File: src/rtl/pe_sat_accumulator_pkg.sv
// Shared PE definitions: reduction FSM encoding and saturation limits derived from the width.
package pe_sat_accumulator_pkg;

    localparam int unsigned PE_LEN   = 9;
    localparam int unsigned PE_CNT_W = 8;

    typedef enum logic [1:0] {
        StIdle,
        StAcc,
        StHold
    } accState_t;

    function automatic int satMax(input int unsigned len);
        return (1 << (len - 1)) - 1;
    endfunction

    function automatic int satMin(input int unsigned len);
        return -(1 << (len - 1));
    endfunction

    localparam int SAT_MAX = satMax(PE_LEN);
    localparam int SAT_MIN = satMin(PE_LEN);

endpackage

File: src/rtl/pe_sat_accumulator_sat_addsub.sv
// Saturating signed add/sub: a +/- b evaluated one bit wider, then clamped to the LEN-bit range.
module sat_addsub
    import pe_sat_accumulator_pkg::*;
#(
    parameter int unsigned LEN = PE_LEN
) (
    input  logic [LEN-1:0] a,
    input  logic [LEN-1:0] b,
    input  logic           sub,
    output logic [LEN-1:0] result,
    output logic           sat
);

    localparam logic signed [LEN:0] MaxWide = (LEN + 1)'(satMax(LEN));
    localparam logic signed [LEN:0] MinWide = (LEN + 1)'(satMin(LEN));

    logic signed [LEN:0] aExt;
    logic signed [LEN:0] bExt;
    logic signed [LEN:0] wide;

    always_comb begin
        aExt   = {a[LEN-1], a};
        bExt   = {b[LEN-1], b};
        wide   = sub ? (aExt - bExt) : (aExt + bExt);
        result = wide[LEN-1:0];
        sat    = 1'b0;
        if (wide > MaxWide) begin
            result = MaxWide[LEN-1:0];
            sat    = 1'b1;
        end else if (wide < MinWide) begin
            result = MinWide[LEN-1:0];
            sat    = 1'b1;
        end
    end

endmodule

File: src/rtl/pe_sat_accumulator.sv
// Folds num_terms signed operands into one saturating result with a sticky saturation flag.
module pe_sat_accumulator
    import pe_sat_accumulator_pkg::*;
#(
    parameter int unsigned LEN   = PE_LEN,
    parameter int unsigned CNT_W = PE_CNT_W
) (
    input  logic             clk,
    input  logic             rstn,
    input  logic             start,
    input  logic [CNT_W-1:0] num_terms,
    input  logic             in_valid,
    output logic             in_ready,
    input  logic [LEN-1:0]   in_data,
    input  logic             in_sub,
    output logic             out_valid,
    input  logic             out_ready,
    output logic [LEN-1:0]   out_data,
    output logic             out_sat,
    output logic             busy
);

    accState_t        stateQ, stateD;
    logic [LEN-1:0]   accQ, accD;
    logic             satQ, satD;
    logic [CNT_W-1:0] cntQ, cntD;
    logic [CNT_W-1:0] numTermsQ, numTermsD;

    logic [LEN-1:0]   sumRes;
    logic             sumSat;
    logic             beat;
    logic             lastBeat;

    sat_addsub #(
        .LEN(LEN)
    ) uAddSub (
        .a     (accQ),
        .b     (in_data),
        .sub   (in_sub),
        .result(sumRes),
        .sat   (sumSat)
    );

    // in_ready is a pure state decode, so this never loops back through in_valid.
    assign beat     = in_valid & in_ready;
    assign lastBeat = (cntQ + CNT_W'(1)) == numTermsQ;

    always_ff @(posedge clk or negedge rstn) begin
        if (!rstn) begin
            stateQ    <= StIdle;
            accQ      <= '0;
            satQ      <= 1'b0;
            cntQ      <= '0;
            numTermsQ <= '0;
        end else begin
            stateQ    <= stateD;
            accQ      <= accD;
            satQ      <= satD;
            cntQ      <= cntD;
            numTermsQ <= numTermsD;
        end
    end

    always_comb begin
        stateD = stateQ;
        unique case (stateQ)
            StIdle: begin
                if (start) begin
                    stateD = (num_terms != '0) ? StAcc : StHold;
                end
            end
            StAcc: begin
                if (beat && lastBeat) begin
                    stateD = StHold;
                end
            end
            StHold: begin
                if (out_ready) begin
                    stateD = StIdle;
                end
            end
            default: stateD = StIdle;
        endcase
    end

    always_comb begin
        accD      = accQ;
        satD      = satQ;
        cntD      = cntQ;
        numTermsD = numTermsQ;
        if (stateQ == StIdle && start) begin
            accD      = '0;
            satD      = 1'b0;
            cntD      = '0;
            numTermsD = num_terms;
        end else if (beat) begin
            accD = sumRes;
            satD = satQ | sumSat;
            cntD = cntQ + CNT_W'(1);
        end
    end

    always_comb begin
        in_ready  = (stateQ == StAcc);
        out_valid = (stateQ == StHold);
        busy      = (stateQ != StIdle);
        out_data  = accQ;
        out_sat   = satQ;
    end

endmodule
File: config.mk
export PLATFORM = sky130hd
export DESIGN_NAME = pe_sat_accumulator
export DESIGN_NICKNAME = d
export VERILOG_FILES = /design/src/rtl/pe_sat_accumulator_pkg.sv /design/src/rtl/pe_sat_accumulator_sat_addsub.sv /design/src/rtl/pe_sat_accumulator.sv
export SDC_FILE = /design/constraint.sdc
export NUM_CORES = 1
export LEC_CHECK = 0
export ABC_AREA = 1
export BUFFER_PORTS_ARGS = -buffer_cell sky130_fd_sc_hd__buf_2
export CORE_ASPECT_RATIO = 0.8
export CORE_MARGIN = 2
export CORE_UTILIZATION = 50
export CTS_CLUSTER_DIAMETER = 40
export CTS_CLUSTER_SIZE = 8
export DETAILED_ROUTE_END_ITERATION = 7
export HOLD_SLACK_MARGIN = 0.02
export PLACE_DENSITY = 0.72
export SYNTH_ARGS = -nofsm -noshare
export SYNTH_HDL_FRONTEND = slang
export SYNTH_HIERARCHICAL = 1
export SYNTH_SLANG_ARGS = --single-unit
File: constraint.sdc
create_clock -name clk -period 2.3 [get_ports clk]
set_clock_uncertainty 0.05 [all_clocks]
set_input_delay 0.46 -clock clk [delete_from_list [all_inputs] [get_ports clk]]
set_output_delay 0.46 -clock clk [all_outputs]
set_load 0.03 [all_outputs]
==> impl_metrics.tcl <==
set metrics [dict create \
    critPathKind "in2reg" \
    holdBufCountCts 0 \
    worst_slack_ns -0.234 \
    overflow 0 \
    power_mw 3.88 \
    required_ns 2.42 \
    port_buffers 35 \
    insertion_delay_ns 0.27 \
    critPathCaptureType "register" \
    violations "setup timing" \
    htreeDepth 1 \
    die_x_microns 79.4 \
    wl_per_cell_microns 13.2 \
    seqCellArea_sq_um 701 \
    crit_path_max_fanout 5 \
    async_flop_share 1.00 \
    dieArea_sq_mm 0.00511 \
    core_sq_mm 0.00428 \
    ir_worst_vdd_mv 0.733 \
    routabilityCongestion 0.934 \
    synth_cells 316 \
    cp-start-kind "input port" \
    drc 0 \
    worst_ep_arrival_time_ns 2.65 \
    cap_violations 0 \
    grt_antenna_before_repair 0 \
    timing.rr.end "out_data[0]" \
    io_pins 36 \
    n_antenna_cell 0 \
    die_y_microns 64.3 \
    fill_cells 337 \
    multi_input_area_sq_mm 0.00158 \
    slew_headroom 0.573 \
    clock_sinks 28 \
    initial_core_util 0.531 \
    netlist-cell-type-count 34 \
    synth-main-ff-cell "dfrtp_1" \
    dpl.hpwl_microns 4200 \
    ys_ff_latch 28 \
    finalHoldViolCount 0 \
    rr_worst_depth 13 \
    synth_nets 351 \
    rsz0062_at_grt "true" \
    viasPerCell 5.19 \
    dp_slack_ns -0.573 \
    syn_to_final_growth_pct 34.9 \
    grt_max_degree 29 \
    core.rowCount 21 \
    max_freq_ghz 0.395 \
    rrSetupSlack_ns 0.01 \
    cts_buffer_depth 2 \
    setup_viol 9 \
    firstDrtPassIters 5 \
    dr.first_iter.drc_count 230 \
    ant_nets 0 \
    synth_area_per_cell_sq_um 7.20 \
    clk_pin_slew_ns 0.09 \
    hold_class "in2async" \
    yosys_warnings 6 \
    tightest_slew_ns 0.641 \
    grt.total_usage 0.239 \
    mappedNetlistArea_sq_mm 0.00227 \
    drive_gt1_frac 0.348 \
    p_per_area_mw_per_mm2 1260 \
    fin_util 0.717 \
    layout_min_cycle_time_ns 2.53 \
    grt_pass1_wl_microns 9690 \
    grt_pass1_vias 2082 \
    root_buffer "clkbuf_8" \
    ys_top_cells_by_area "dfrtp_1 31%, nand2_1 16%, inv_1 6.6%" \
    status "finished, violations left" \
    yosysTopAreaCellShare 0.308 \
    p_leak_nw 1.65 \
    period_share 1.10 \
    nNetsFinal 424 \
    synth_top_cell_by_area "dfrtp_1" \
    cts_tree "done" \
    r2r_start "out_data[0]" \
    synth-edff-count 0 \
    yosysSeqAreaShare 0.308 \
    numCtsBuffers 3 \
    dr_total_vias 2310 \
    slew_violations 0 \
    totalWireLength_microns 5860 \
]
==> logic make-up (layout without fill, tap and decap cells) <==
kind of cell               count (synthesis)  count (layout)  share of synthesized area
DFF                                       28              28                      0.308
and+or+nand+nor                          169             171                      0.362
AOI/OAI and AO/OA                         38              38                      0.113
adders and majority gates                 12              12                     0.0693
buffers and inverters                     54             124                     0.0902
xor gates and xnor gates                  15              15                     0.0578
==> cells in the mapped netlist, types with 4 or more instances <==
| cell type | n |
|---|---|
| nor2_2 | 7 |
| nand3_2 | 4 |
| ha_1 | 11 |
| nor2_1 | 15 |
| nand2_2 | 8 |
| inv_2 | 10 |
| nand2_1 | 97 |
| a21oi_1 | 6 |
| a22o_1 | 11 |
| dfrtp_1 | 28 |
| inv_1 | 40 |
| nor2_4 | 4 |
| xor2_1 | 10 |
| xnor2_1 | 5 |
| nand3_1 | 21 |
| o21ai_0 | 10 |
==> state kept, by name, indices dropped and copies added, names as in the netlist <==
name,cells
out_data,9
cntQ,8
numTermsQ,8
stateQ,2
out_sat,1
==> metrics by stage <==
step	TNS, ns	instance area, sq um	std cells	hold slack (ns)
finish	-1.78	3070	445	0.145
global placement	-4.63	2790	433	0.429
floorplan	-1.70	2340	316	0.114
global route	-2.99	3070	445	0.187
detailed placement	-5.21	2790	433	0.449
CTS	-1.43	3020	443	0.159
==> layout by cell type, fill, tap and decap left out, types with 2 or more instances in the layout <==
cell and count:
nand2_1 89, inv_1 39, buf_4 35, buf_2 33
dfrtp_1 28, nand3_1 20, nor2_1 13, nand2_2 12
a22o_1 11, xor2_1 10, inv_2 9, o21ai_0 9
nor2_4 8, nand2_4 6, ha_1 6, nor2_2 5
xnor2_1 5, ha_4 5, a21oi_1 4, clkbuf_8 4
nand3_4 4, nand3b_1 3, o22ai_1 3, nand3_2 3
o21bai_1 2, and2_1 2, nor4_1 2, o21ai_1 2
nand3b_4 2, a21oi_2 2, a31oi_1 2
==> worst max path at each step <==
| stage | slack (ns) | startpoint | cells past startpoint | end |
|---|---|---|---|---|
| 2_1_floorplan | -0.20 | in_data[1] | 18 | out_data[1] |
| 3_3_place_gp | -0.49 | in_data[1] | 17 | out_data[2] |
| 3_5_place_dp | -0.57 | in_data[1] | 19 | out_data[0] |
| 4_1_cts | -0.20 | in_data[0] | 18 | out_data[0] |
| 5_1_grt | -0.36 | in_data[0] | 18 | out_data[0] |
| 6_report | -0.23 | in_data[1] | 18 | out_data[0] |
==> layer usage <==
| metal | GRT usage | vias to the layer above | part of all wire |
|---|---|---|---|
| li1 | - | 1163 | - |
| met3 | 0.0438 | 2 | 0.072 |
| met5 | 0 | - | 0 |
| met2 | 0.368 | 77 | 0.44 |
| met4 | 0.0194 | 0 | 0.0020 |
| met1 | 0.363 | 1068 | 0.49 |
==> power by group <==
group / leakage [nW] / total (mW) / internal (mW) / switching [mW]
combinational: 1.26 / 2.68 / 1.11 / 1.57
sequential: 0.359 / 0.892 / 0.692 / 0.199
clock: 0.0288 / 0.307 / 0.153 / 0.153
total: 1.65 / 3.88 / 1.96 / 1.92
==> cell type report <==
class,instances,share of cell area
tap,57,0.0232
timing repair buffer,70,0.148
clock buffer,4,0.0179
inverter,50,0.0669
sequential,28,0.228
multi-input combinational,236,0.516
==> what timing repair did <==
item,in CTS,in global routing
pin swaps,19,5
setup buffers,5,1
endpoints found under the setup margin,10,10
gates cloned,1,1
gates resized for setup,26,6
==> critical path, cell delays in order <==
cell and delay [ns]:
buf_6 0.11, nor2_1 0.08, nand2_1 0.11, nor2_2 0.13
a31oi_1 0.10, xor2_1 0.15, inv_1 0.09, ha_4 0.30
nand2_4 0.06, nor2_4 0.16, nand2_4 0.09, nor2_4 0.10
nor2_4 0.06, nand3_2 0.12, nand3_4 0.13, nand2_1 0.10
nand2_2 0.05, a22o_1 0.23
Note: power is estimated with default switching activity, not from simulation.
